File: src/rtl/dmem_pkg.sv
// dmem_pkg: shared constants and request/response types for the data-memory arbiter
package dmem_pkg;
  localparam int unsigned DEPTH_DEF = 200;
  localparam int AW_DEF = 32;
  localparam int DW_DEF = 32;
  localparam int REQ_CPU = 0;
  localparam int REQ_DMA = 1;
  typedef struct packed {
    logic              we;
    logic [AW_DEF-1:0] addr;
    logic [DW_DEF-1:0] wdata;
  } req_t;
  typedef struct packed {
    logic              rvalid;
    logic              err;
    logic [DW_DEF-1:0] rdata;
  } rsp_t;
endpackage

File: src/rtl/dmem_arbiter_rr_arb2.sv
// rr_arb2: two-way round-robin pick; the pointer favours the requester not granted last
module rr_arb2 (
  input  logic       clk,
  input  logic       rst,
  input  logic [1:0] req_i,
  input  logic [1:0] elig_i,
  output logic [1:0] gnt_o
);
  logic       ptr_q, ptr_d;
  logic [1:0] cand;
  // pick among eligible requests; a tie goes to the pointer, then the pointer flips away from the winner
  always_comb begin
    cand  = req_i & elig_i;
    gnt_o = &cand ? (ptr_q ? 2'b10 : 2'b01) : cand;
    ptr_d = gnt_o[0] ? 1'b1 : gnt_o[1] ? 1'b0 : ptr_q;
  end
  // pointer register; 0 favours requester 0
  always_ff @(posedge clk or posedge rst)
    if (rst) ptr_q <= 1'b0;
    else     ptr_q <= ptr_d;
endmodule

File: src/rtl/dmem_arbiter.sv
// dmem_arbiter: shares one word-addressed data memory between the CPU and DMA requesters
module dmem_arbiter
  import dmem_pkg::*;
#(
  parameter int unsigned DEPTH = DEPTH_DEF,
  parameter int          AW    = AW_DEF,
  parameter int          DW    = DW_DEF
) (
  input  logic          clk,
  input  logic          rst,
  input  logic          req0,
  input  logic          req1,
  input  logic          we0,
  input  logic          we1,
  input  logic [AW-1:0] addr0,
  input  logic [AW-1:0] addr1,
  input  logic [DW-1:0] wdata0,
  input  logic [DW-1:0] wdata1,
  output logic          gnt0,
  output logic          gnt1,
  output logic          rvalid0,
  output logic          rvalid1,
  output logic [DW-1:0] rdata0,
  output logic [DW-1:0] rdata1,
  output logic          err0,
  output logic          err1,
  output logic [AW-1:0] mem_addr,
  output logic [DW-1:0] mem_wdata,
  output logic          mem_write,
  output logic          mem_read,
  input  logic [DW-1:0] mem_rdata
);
  logic [1:0] pick, gnt;
  req_t       cand [2];
  req_t       iss_q, iss_d;
  logic       iss_v_q, iss_src_q, in_range;
  rsp_t       rsp_q [2], rsp_d [2];

  // a port that is being granted this cycle still holds its old request, so it must sit out one pick
  assign gnt = {iss_v_q & iss_src_q, iss_v_q & ~iss_src_q};
  assign cand[REQ_CPU] = '{we: we0, addr: addr0, wdata: wdata0};
  assign cand[REQ_DMA] = '{we: we1, addr: addr1, wdata: wdata1};

  rr_arb2 u_arb (
    .clk    (clk),
    .rst    (rst),
    .req_i  ({req1, req0}),
    .elig_i (~gnt),
    .gnt_o  (pick)
  );

  assign iss_d     = |pick ? cand[pick[REQ_DMA]] : iss_q;
  assign in_range  = iss_q.addr < AW'(DEPTH);
  assign mem_addr  = iss_q.addr;
  assign mem_wdata = iss_q.wdata;
  assign mem_read  = iss_v_q & ~iss_q.we & in_range;
  assign mem_write = iss_v_q & iss_q.we & in_range;
  assign gnt0      = gnt[REQ_CPU];
  assign gnt1      = gnt[REQ_DMA];

  // issue register: the winner is driven to memory for exactly one cycle; address/data hold when idle
  always_ff @(posedge clk or posedge rst)
    if (rst) begin
      iss_v_q   <= 1'b0;
      iss_src_q <= 1'b0;
      iss_q     <= '0;
    end else begin
      iss_v_q   <= |pick;
      iss_src_q <= pick[REQ_DMA];
      iss_q     <= iss_d;
    end

  // response next-state: reads capture memory data, out-of-range accesses return zero with err
  always_comb begin
    rsp_d = rsp_q;
    for (int i = 0; i < 2; i++) begin
      rsp_d[i].rvalid = gnt[i];
      rsp_d[i].err    = gnt[i] & ~in_range;
      if (gnt[i] & (~iss_q.we | ~in_range)) rsp_d[i].rdata = in_range ? mem_rdata : '0;
    end
  end

  // response registers per port
  always_ff @(posedge clk or posedge rst)
    if (rst) rsp_q <= '{default: '0};
    else     rsp_q <= rsp_d;

  assign rvalid0 = rsp_q[REQ_CPU].rvalid;
  assign rvalid1 = rsp_q[REQ_DMA].rvalid;
  assign err0    = rsp_q[REQ_CPU].err;
  assign err1    = rsp_q[REQ_DMA].err;
  assign rdata0  = rsp_q[REQ_CPU].rdata;
  assign rdata1  = rsp_q[REQ_DMA].rdata;
endmodule

File: config.mk
export PLATFORM = sky130hd
export DESIGN_NAME = dmem_arbiter
export DESIGN_NICKNAME = d
export VERILOG_FILES = /design/src/rtl/dmem_pkg.sv /design/src/rtl/dmem_arbiter_rr_arb2.sv /design/src/rtl/dmem_arbiter.sv
export SDC_FILE = /design/constraint.sdc
export NUM_CORES = 1
export LEC_CHECK = 0
export CAP_MARGIN = 20
export CORE_ASPECT_RATIO = 1.25
export CORE_MARGIN = 5
export CORE_UTILIZATION = 42
export DETAILED_ROUTE_END_ITERATION = 8
export PLACE_DENSITY = 0.89
export SLEW_MARGIN = 20
export SYNTH_ARGS = -nofsm -noshare
export SYNTH_HDL_FRONTEND = slang
export SYNTH_SLANG_ARGS = --single-unit
File: constraint.sdc
create_clock -name clk -period 5.4 [get_ports clk]
set_clock_uncertainty 0.05 [all_clocks]
set_input_delay 0.54 -clock clk [delete_from_list [all_inputs] [get_ports clk]]
set_output_delay 0.54 -clock clk [all_outputs]
set_load 0.05 [all_outputs]
==> results.txt, run 1 <==
Data arrival at the endpoint of the critical path -> 2.86 ns
Antenna violations before repair -> 1
Buffers inserted during post-CTS setup optimization -> 0
Number of I/O pins -> 302
CP Class -> flop to output port
CP startpoint kind -> flop
Clk_lat worst skew -> 0.41 ns
Final routed wire length divided by cell count -> 19.8 um
Power consumption -> 0.00358 W
Worst voltage drop across the vdd grid -> 0.000245 V
CTS sink count -> 136
Top post-synthesis cells by area -> dfrtp_1 (53%), mux2i_1 (10%), a32o_1 (9.9%)
Static leakage -> 4.16 nW
Antenna fix cells -> 0
Flip-flop and latch count after synthesis -> 136
Proportion of synthesized flip-flops having asynchronous set or reset -> 1.00
Vias in the first global route -> 5486
Max H-tree Level -> 4
Post-Layout Cell Count -> 979
Post-synth top area cell -> dfrtp_1
Part of the cycle the worst path needs -> 0.639
Synthesized Nets -> 730
Kind of end point of the critical path -> output port
CTS clk-pin slew, worst paths -> 0.06 ns
Final global-route overflow total -> 0
Die Wd -> 121 um
Synthesized netlist cell count -> 564
CP max FO -> 5
Syn Std Cell Area -> 0.00644 mm2
Number of distinct library cells after synthesis -> 24
Fill cells -> 1123
Total power divided by cell area -> 369 mW/mm2
Via count -> 5262
Post-synthesis area per instance -> 11.4 um2
Status -> complete, no violations
HP Class -> flop to flop
Total count of hold-check failures in the final report -> 0
Count of unresolved DRC violations after routing -> 0
Maximum clock path buffer count -> 2
Number of placement rows -> 50
Fraction of met1 tracks used by global routing -> 0.242
Clock tree from TritonCTS -> built
Routed Wire Length -> 19.4 mm
Number of enable flip-flop cells after synthesis -> 0
Final min period -> 3.45 ns
Layout cells sized above 1 -> 0.0665
Initial core utilization -> 0.429
Port bufs -> 301
Warning count from the yosys run -> 0
Detailed-route vias per instance -> 5.37
Layout Utilization -> 0.646
Global-route usage over all layers -> 0.217
Worst hold slack -> 0.439 ns
Number of buffers added to fix hold violations after cts -> 0
Final GP Congestion -> 0.806
Total placed cells including tap cells -> 948
Post-cts sizing count -> 0
Register area share after synthesis -> 0.528
Full die area -> 0.0179 mm2
Predominant post-synthesis flop cell -> dfrtp_1
Count of nets after finishing -> 951
Number of failing setup endpoints in the final timing report -> 0
Vertical die dimension -> 148 um
Dominant cell by count in the synthesized netlist -> dfrtp_1
Number of pins exceeding their max-slew limit in the final report -> 0
Placeable core region -> 0.0150 mm2
Max-capacitance violation count -> 0
Maximum number of pins on one net before global-route repair -> 132
Slew @ Worst Pin -> 0.862 ns
Top-area cell type share of the netlist area -> 0.528
Pre-Repair DR Iteration Count -> 4
Synth cell count leaders -> dfrtp_1 (136), buf_4 (72), nor2_1 (69), a21oi_1 (67), mux2i_1 (66)
TritonCTS buffer count -> 17
Number of DRC markers in iteration 0 -> 394
Clock Tree Root -> clkbuf_16
Peak-usage layer in the global routing report -> met2
Post-Route Setup TNS -> 0 ns
Met3 capacity usage during global routing -> 0.0841
Worst slew margin relative to its limit -> 0.426
Setup repair after global routing missed its margin -> false
HPWL after detailed placement -> 14.4 mm
Met2 usage -> 0.378
Syn-to-layout area delta -> 50.4%
Achievable Freq -> 290 MHz
Global-route wire length before repair -> 29.9 mm
Worst endpoint required time -> 4.81 ns
Number of nets with antenna violations after routing -> 0
state kept, by name, indices dropped and copies added (netlist names):
name	count
iss_src_q	1
mem_wdata	32
mem_addr	32
rdata1	32
rvalid0	1
err0	1
err1	1
rdata0	32
rvalid1	1
u_arb.ptr_q	1
iss_v_q	1
iss_q	1
critical path: stages (launching register included):
cell	delay, ns
dfrtp_1	0.40
nor4_1	0.38
nand3_1	0.35
nor2_4	0.29
and3_1	0.20
clkdlybuf4s50_1	0.82
cells in the final DEF, fill, tap and decap left out, types with 3 or more instances in the layout:
master and count:
a32o_1 64, mux2i_1 66, clkdlybuf4s50_1 301, inv_2 4, nor2_1 69, buf_4 6
dfrtp_1 136, nor4_2 3, nor2b_1 32, a21oi_1 66, bufinv_16 4, clkbuf_16 17
through the flow:
stage,worst slack (ns),area (um2)
detailed placement,2.37,9060
finish,1.95,9690
CTS,1.91,9690
floorplan,1.17,6440
global placement,2.44,9060
global route,1.83,9690
cells by family after synthesis:
| family | Yosys count | share of synthesized area |
|---|---|---|
| flops | 136 | 0.528 |
| compound gates | 135 | 0.162 |
| simple gates | 114 | 0.0903 |
| buf+inv | 113 | 0.117 |
| mux | 66 | 0.103 |
power breakdown:
| part | internal (W) | switching (W) |
|---|---|---|
| clock | 0.000796 | 0.000438 |
| sequential | 0.00113 | 0.0000902 |
| combinational | 0.000407 | 0.000719 |
| total | 0.00233 | 0.00125 |
final cells by class:
| class | count | area, um2 | share of cell area |
|---|---|---|---|
| clock inverter | 11 | 171 | 0.0177 |
| tap | 182 | 228 | 0.0235 |
| sequential | 136 | 3400 | 0.351 |
| timing repair buffer | 309 | 3100 | 0.320 |
| multi-input combinational | 315 | 2310 | 0.238 |
| clock buffer | 20 | 457 | 0.0471 |
| inverter | 6 | 27.5 | 0.00284 |
path summary, 6_finish.rpt:
| kind | startpoint | to | slack, ns | cells past startpoint |
|---|---|---|---|---|
| max | mem_addr[26] | mem_read | 1.95 | 5 |
| min | rdata0[18] | rdata0[18] | 0.44 | 1 |
| max reg2reg | mem_addr[26] | rdata0[8] | 2.95 | 5 |
| min reg2reg | rdata0[18] | rdata0[18] | 0.44 | 1 |
| max in group asynchronous | rst | mem_wdata[20] | 3.56 | 3 |
| min in group asynchronous | rst | rdata1[1] | 0.62 | 2 |
layer usage:
layer,wire [um],part of all wire
met1,6780,0.35
met2,10300,0.53
met3,1950,0.10
met4,376,0.019
met5,7,0.00036
Power figures use the tool's default switching activity.
==> run 2: changes to the inputs <==
==> constraint.sdc (replaced) <==
create_clock -name clk -period 3.4 [get_ports clk]
set_clock_uncertainty 0.05 [all_clocks]
set_input_delay 0.34 -clock clk [delete_from_list [all_inputs] [get_ports clk]]
set_output_delay 0.34 -clock clk [all_outputs]
set_load 0.05 [all_outputs]
==> run 2 against run 1 <==
Die area unchanged; clock power rose by 54%; design area increased by 0.26%; non-clock buffer count increased by 3; first-iteration DRC count decreased by 8.1%; wire length increased by 0.54%; sequential power rose by 58%; worst hold slack worse by 0.00086 ns; worst setup slack worse by 1.4 ns; via count fell by 0.40%; global-route usage fell by 0.14 points; critical endpoint unchanged; critical path type unchanged; utilization rose by 0.17 points.
==> results.txt, run 2 (same netlist as run 1, synthesis figures left out) <==
Setup repair after global routing missed its margin -> false
Status -> complete, no violations
Vias in the first global route -> 5442
Total power divided by cell area -> 578 mW/mm2
HP Class -> flop to flop
HPWL after detailed placement -> 14.4 mm
Slew @ Worst Pin -> 0.949 ns
Final global-route overflow total -> 0
Worst hold slack -> 0.438 ns
Max-capacitance violation count -> 0
Number of buffers added to fix hold violations after cts -> 0
Antenna fix cells -> 0
Full die area -> 0.0179 mm2
Total count of hold-check failures in the final report -> 0
Clock Tree Root -> clkbuf_16
Worst R2R Path Depth -> 5
Post-Route Setup TNS -> 0 ns
Global-route usage over all layers -> 0.215
Static leakage -> 4.18 nW
CP Class -> flop to output port
Worst-case register-to-register setup slack -> 1.03 ns
Hold Crit Start -> rdata1[14]
Count of nets after finishing -> 954
Worst slew margin relative to its limit -> 0.367
Die Wd -> 121 um
Number of failing setup endpoints in the final timing report -> 0
Initial core utilization -> 0.429
Routed Wire Length -> 19.5 mm
TritonCTS buffer count -> 17
Final min period -> 2.86 ns
Kind of end point of the critical path -> output port
Worst endpoint required time -> 3.01 ns
Number of I/O pins -> 302
Syn-to-layout area delta -> 50.8%
Pre-Repair DR Iteration Count -> 4
Vertical die dimension -> 148 um
Data arrival at the endpoint of the critical path -> 2.47 ns
Worst voltage drop across the vdd grid -> 0.000354 V
Number of nets with antenna violations after routing -> 0
Maximum number of pins on one net before global-route repair -> 132
CP startpoint kind -> flop
Antenna violations before repair -> 0
Fill cells -> 1149
Via count -> 5241
Area occupied by multi-input gates -> 0.00231 mm2
Max H-tree Level -> 4
Commonest cells after routing, fill and taps aside -> clkdlybuf4s50_1 (299), dfrtp_1 (136), nor2_1 (69)
Number of instances on the worst hold path -> 1
Clk_lat worst skew -> 0.41 ns
CTS sink count -> 136
Post-cts sizing count -> 0
Placeable core region -> 0.0150 mm2
Clock tree from TritonCTS -> built
Count of unresolved DRC violations after routing -> 0
Number of DRC markers in iteration 0 -> 362
CTS clk-pin slew, worst paths -> 0.06 ns
CP max FO -> 21
Final routed wire length divided by cell count -> 19.8 um
Number of pins exceeding their max-slew limit in the final report -> 0
Achievable Freq -> 349 MHz
Global-route wire length before repair -> 29.7 mm
Maximum clock path buffer count -> 2
Buffers inserted during post-CTS setup optimization -> 0
End of the worst hold path -> rdata1[14]
Critical register-to-register path startpoint -> mem_addr[25]
Register area -> 0.00340 mm2
Detailed-route vias per instance -> 5.34
Most frequent standard cell in the layout excluding fill and tap cells -> clkdlybuf4s50_1
Layout cells sized above 1 -> 0.0738
Reg-to-Reg End -> rdata0[29]
Final GP Congestion -> 0.822
Part of the cycle the worst path needs -> 0.842
Number of placement rows -> 50
Port bufs -> 301
-- run 2: cell count changes in the layout (fill, tap and decap cells not counted), moves of 2 or more --
| cell | delta |
|---|---|
| buf_4 | +3 |
| clkinvlp_4 | +2 |
| clkdlybuf4s50_1 | -2 |
| buf_12 | +2 |
| clkinv_4 | -2 |
-- run 2: routing by layer --
layer	up-vias	wire [um]	GRT usage
met5	-	0	0
met4	0	350	0.0680
met3	26	1770	0.0662
met2	269	10300	0.389
met1	2528	7030	0.241
li1	2418	-	-
-- run 2: critical path, cell delays in order, from the launching register on --
cell,delay (ns)
dfrtp_1,0.40
nor4_1,0.31
nand3_1,0.35
nor2_4,0.54
and3_1,0.30
buf_12,0.15
-- run 2: how the worst max path moves through the flow --
stage          slack [ns]       end  cells past startpoint          from
6_report             0.54  mem_read                      5  mem_addr[25]
5_1_grt              0.41  mem_read                      5  mem_addr[25]
4_1_cts              0.49  mem_read                      5  mem_addr[30]
3_5_place_dp         0.95  mem_read                      5  mem_addr[30]
3_3_place_gp         0.95  mem_read                      5  mem_addr[31]
2_1_floorplan        1.27  mem_read                      5  mem_addr[28]
-- run 2: metrics by stage --
step	worst slack (ns)	utilization	power, W	instances	area (um2)
2_1_floorplan	1.27	-	0.00328	564	6450
3_3_place_gp	0.951	0.606	0.00374	951	9100
3_5_place_dp	0.948	0.606	0.00376	951	9100
4_1_cts	0.494	0.647	0.00567	982	9720
5_1_grt	0.408	0.647	0.00585	982	9720
6_report	0.537	0.647	0.00561	982	9720
-- run 2: where the power goes --
group	internal (W)	leakage [nW]	switching (W)	total (W)
clock	0.00121	0.295	0.000678	0.00189
combinational	0.000648	2.17	0.00115	0.00180
sequential	0.00180	1.71	0.000136	0.00193
total	0.00365	4.18	0.00196	0.00561
-- run 2: area by class of cell --
type	instances	share of cell area
clock buffer	20	0.0480
clock inverter	11	0.0149
inverter	6	0.00270
multi-input combinational	315	0.237
sequential	136	0.350
tap	182	0.0234
timing repair buffer	312	0.323
==> run 3: changes to the inputs <==
==> constraint.sdc (replaced) <==
create_clock -name clk -period 2.8 [get_ports clk]
set_clock_uncertainty 0.05 [all_clocks]
set_input_delay 0.28 -clock clk [delete_from_list [all_inputs] [get_ports clk]]
set_output_delay 0.28 -clock clk [all_outputs]
set_load 0.05 [all_outputs]
==> run 3 against run 2 <==
Count of clock-buffer cells in the layout up 2; die area unchanged; combinational power up 23%; critical endpoint unchanged.
==> results.txt, run 3 (same netlist as run 1, synthesis figures left out) <==
Status -> complete, no violations
Worst Setup Slack, final -> 0.213 ns
Syn-to-layout area delta -> 53.6%
Worst slew margin relative to its limit -> 0.564
Final global-route overflow total -> 0
Clk_lat worst skew -> 0.42 ns
Port bufs -> 301
CP max FO -> 4
Commonest cells after routing, fill and taps aside -> clkdlybuf4s50_1 (298), dfrtp_1 (136), nor2_1 (69)
Global-route usage over all layers -> 0.222
CTS clk-pin slew, worst paths -> 0.06 ns
Part of the cycle the worst path needs -> 0.924
Number of failing setup endpoints in the final timing report -> 0
Die Wd -> 121 um
Number of pins exceeding their max-slew limit in the final report -> 0
Number of DRC markers in iteration 0 -> 297
Final routed wire length divided by cell count -> 20.1 um
Count of nets after finishing -> 962
Slew @ Worst Pin -> 0.652 ns
Full die area -> 0.0179 mm2
Max H-tree Level -> 4
Maximum number of pins on one net before global-route repair -> 64
Buffers inserted during post-CTS setup optimization -> 0
Worst endpoint required time -> 2.47 ns
Count of unresolved DRC violations after routing -> 0
CTS sink count -> 136
Worst voltage drop across the vdd grid -> 0.000363 V
Global-route wire length before repair -> 30.6 mm
Placeable core region -> 0.0150 mm2
Initial core utilization -> 0.429
Static leakage -> 4.27 nW
Post-Layout Cell Count -> 991
HP Class -> input port to async pin
Antenna fix cells -> 0
Total count of hold-check failures in the final report -> 0
Detailed-route vias per instance -> 5.41
Vertical die dimension -> 148 um
TritonCTS buffer count -> 17
Number of buffers added to fix hold violations after cts -> 0
Post-Place Setup Slack -> 0.599 ns
Number of nets with antenna violations after routing -> 0
Maximum clock path buffer count -> 2
Final min period -> 2.59 ns
Vias in the first global route -> 5673
Number of placement rows -> 50
Layout cells sized above 1 -> 0.0853
Pre-Repair DR Iteration Count -> 5
Final GP Congestion -> 0.781
Number of I/O pins -> 302
CP startpoint kind -> flop
Post-cts sizing count -> 0
Routed Wire Length -> 19.9 mm
Clock tree from TritonCTS -> built
Most frequent standard cell in the layout excluding fill and tap cells -> clkdlybuf4s50_1
Total power divided by cell area -> 713 mW/mm2
Achievable Freq -> 387 MHz
Antenna violations before repair -> 1
Kind of end point of the critical path -> output port
Clock Tree Root -> clkbuf_16
Via count -> 5358
Data arrival at the endpoint of the critical path -> 2.26 ns
Setup repair after global routing missed its margin -> false
Total placed cells including tap cells -> 959
Post-Route Setup TNS -> 0 ns
CP Class -> flop to output port
HPWL after detailed placement -> 14.7 mm
Max-capacitance violation count -> 0
run 3: cell count changes in the layout (fill, tap and decap cells not counted):
cell,previous run,this run
clkinv_4,0,2
inv_6,2,1
buf_12,4,10
clkbuf_8,3,5
clkinv_2,3,2
bufinv_16,3,4
clkinvlp_4,4,2
clkdlybuf4s50_1,299,298
buf_4,9,12
run 3: layer usage:
metal | global-route usage | vias to the layer above | routed length (um)
met1 | 0.241 | 2585 | 7170
met4 | 0.110 | 2 | 732
met2 | 0.383 | 287 | 10100
met5 | 0 | - | 8
li1 | - | 2435 | -
met3 | 0.0818 | 49 | 1840
run 3: worst paths after layout:
check / startpoint / end / slack [ns] / cells past startpoint
worst max-delay path: mem_addr[26] / mem_read / 0.21 / 5
worst min-delay path: rst / rdata0[3] / 0.25 / 2
worst max register to register: mem_addr[26] / rdata1[1] / 0.62 / 5
worst min register to register: rdata0[31] / rdata0[31] / 0.44 / 1
max in group asynchronous: rst / mem_addr[19] / 1.72 / 3
min in group clk: rdata0[31] / rdata0[31] / 0.44 / 1
run 3: area by class of cell:
| class | count | area [um2] |
|---|---|---|
| well taps | 182 | 228 |
| multi-input cells | 315 | 2310 |
| clock buffers | 22 | 494 |
| fillers | 1123 | 5120 |
| flip-flops and latches | 136 | 3400 |
| inverters | 6 | 26.3 |
| clock inverters | 10 | 164 |
| repair buffers | 320 | 3270 |
run 3: worst max-delay path, stage by stage (launching register included):
cell and delay [ns]:
dfrtp_1 0.43, nor4_1 0.41, nand3_1 0.37, nor2_4 0.21, and3_1 0.25, buf_12 0.16
run 3: stage by stage:
| step | hold WS, ns | area (um2) | power [W] | util |
|---|---|---|---|---|
| detailed placement | 0.430 | 9240 | 0.00462 | 0.615 |
| global placement | 0.422 | 9240 | 0.00459 | 0.615 |
| CTS | 0.259 | 9900 | 0.00712 | 0.659 |
| global route | 0.275 | 9900 | 0.00734 | 0.659 |
| floorplan | 0.378 | 6450 | 0.00399 | - |
| finish | 0.248 | 9900 | 0.00705 | 0.659 |
run 3: report_power, final:
part	switching (W)	internal, W
Clock	0.000858	0.00161
Sequential	0.000180	0.00218
Combinational	0.00139	0.000828
Total	0.00243	0.00462
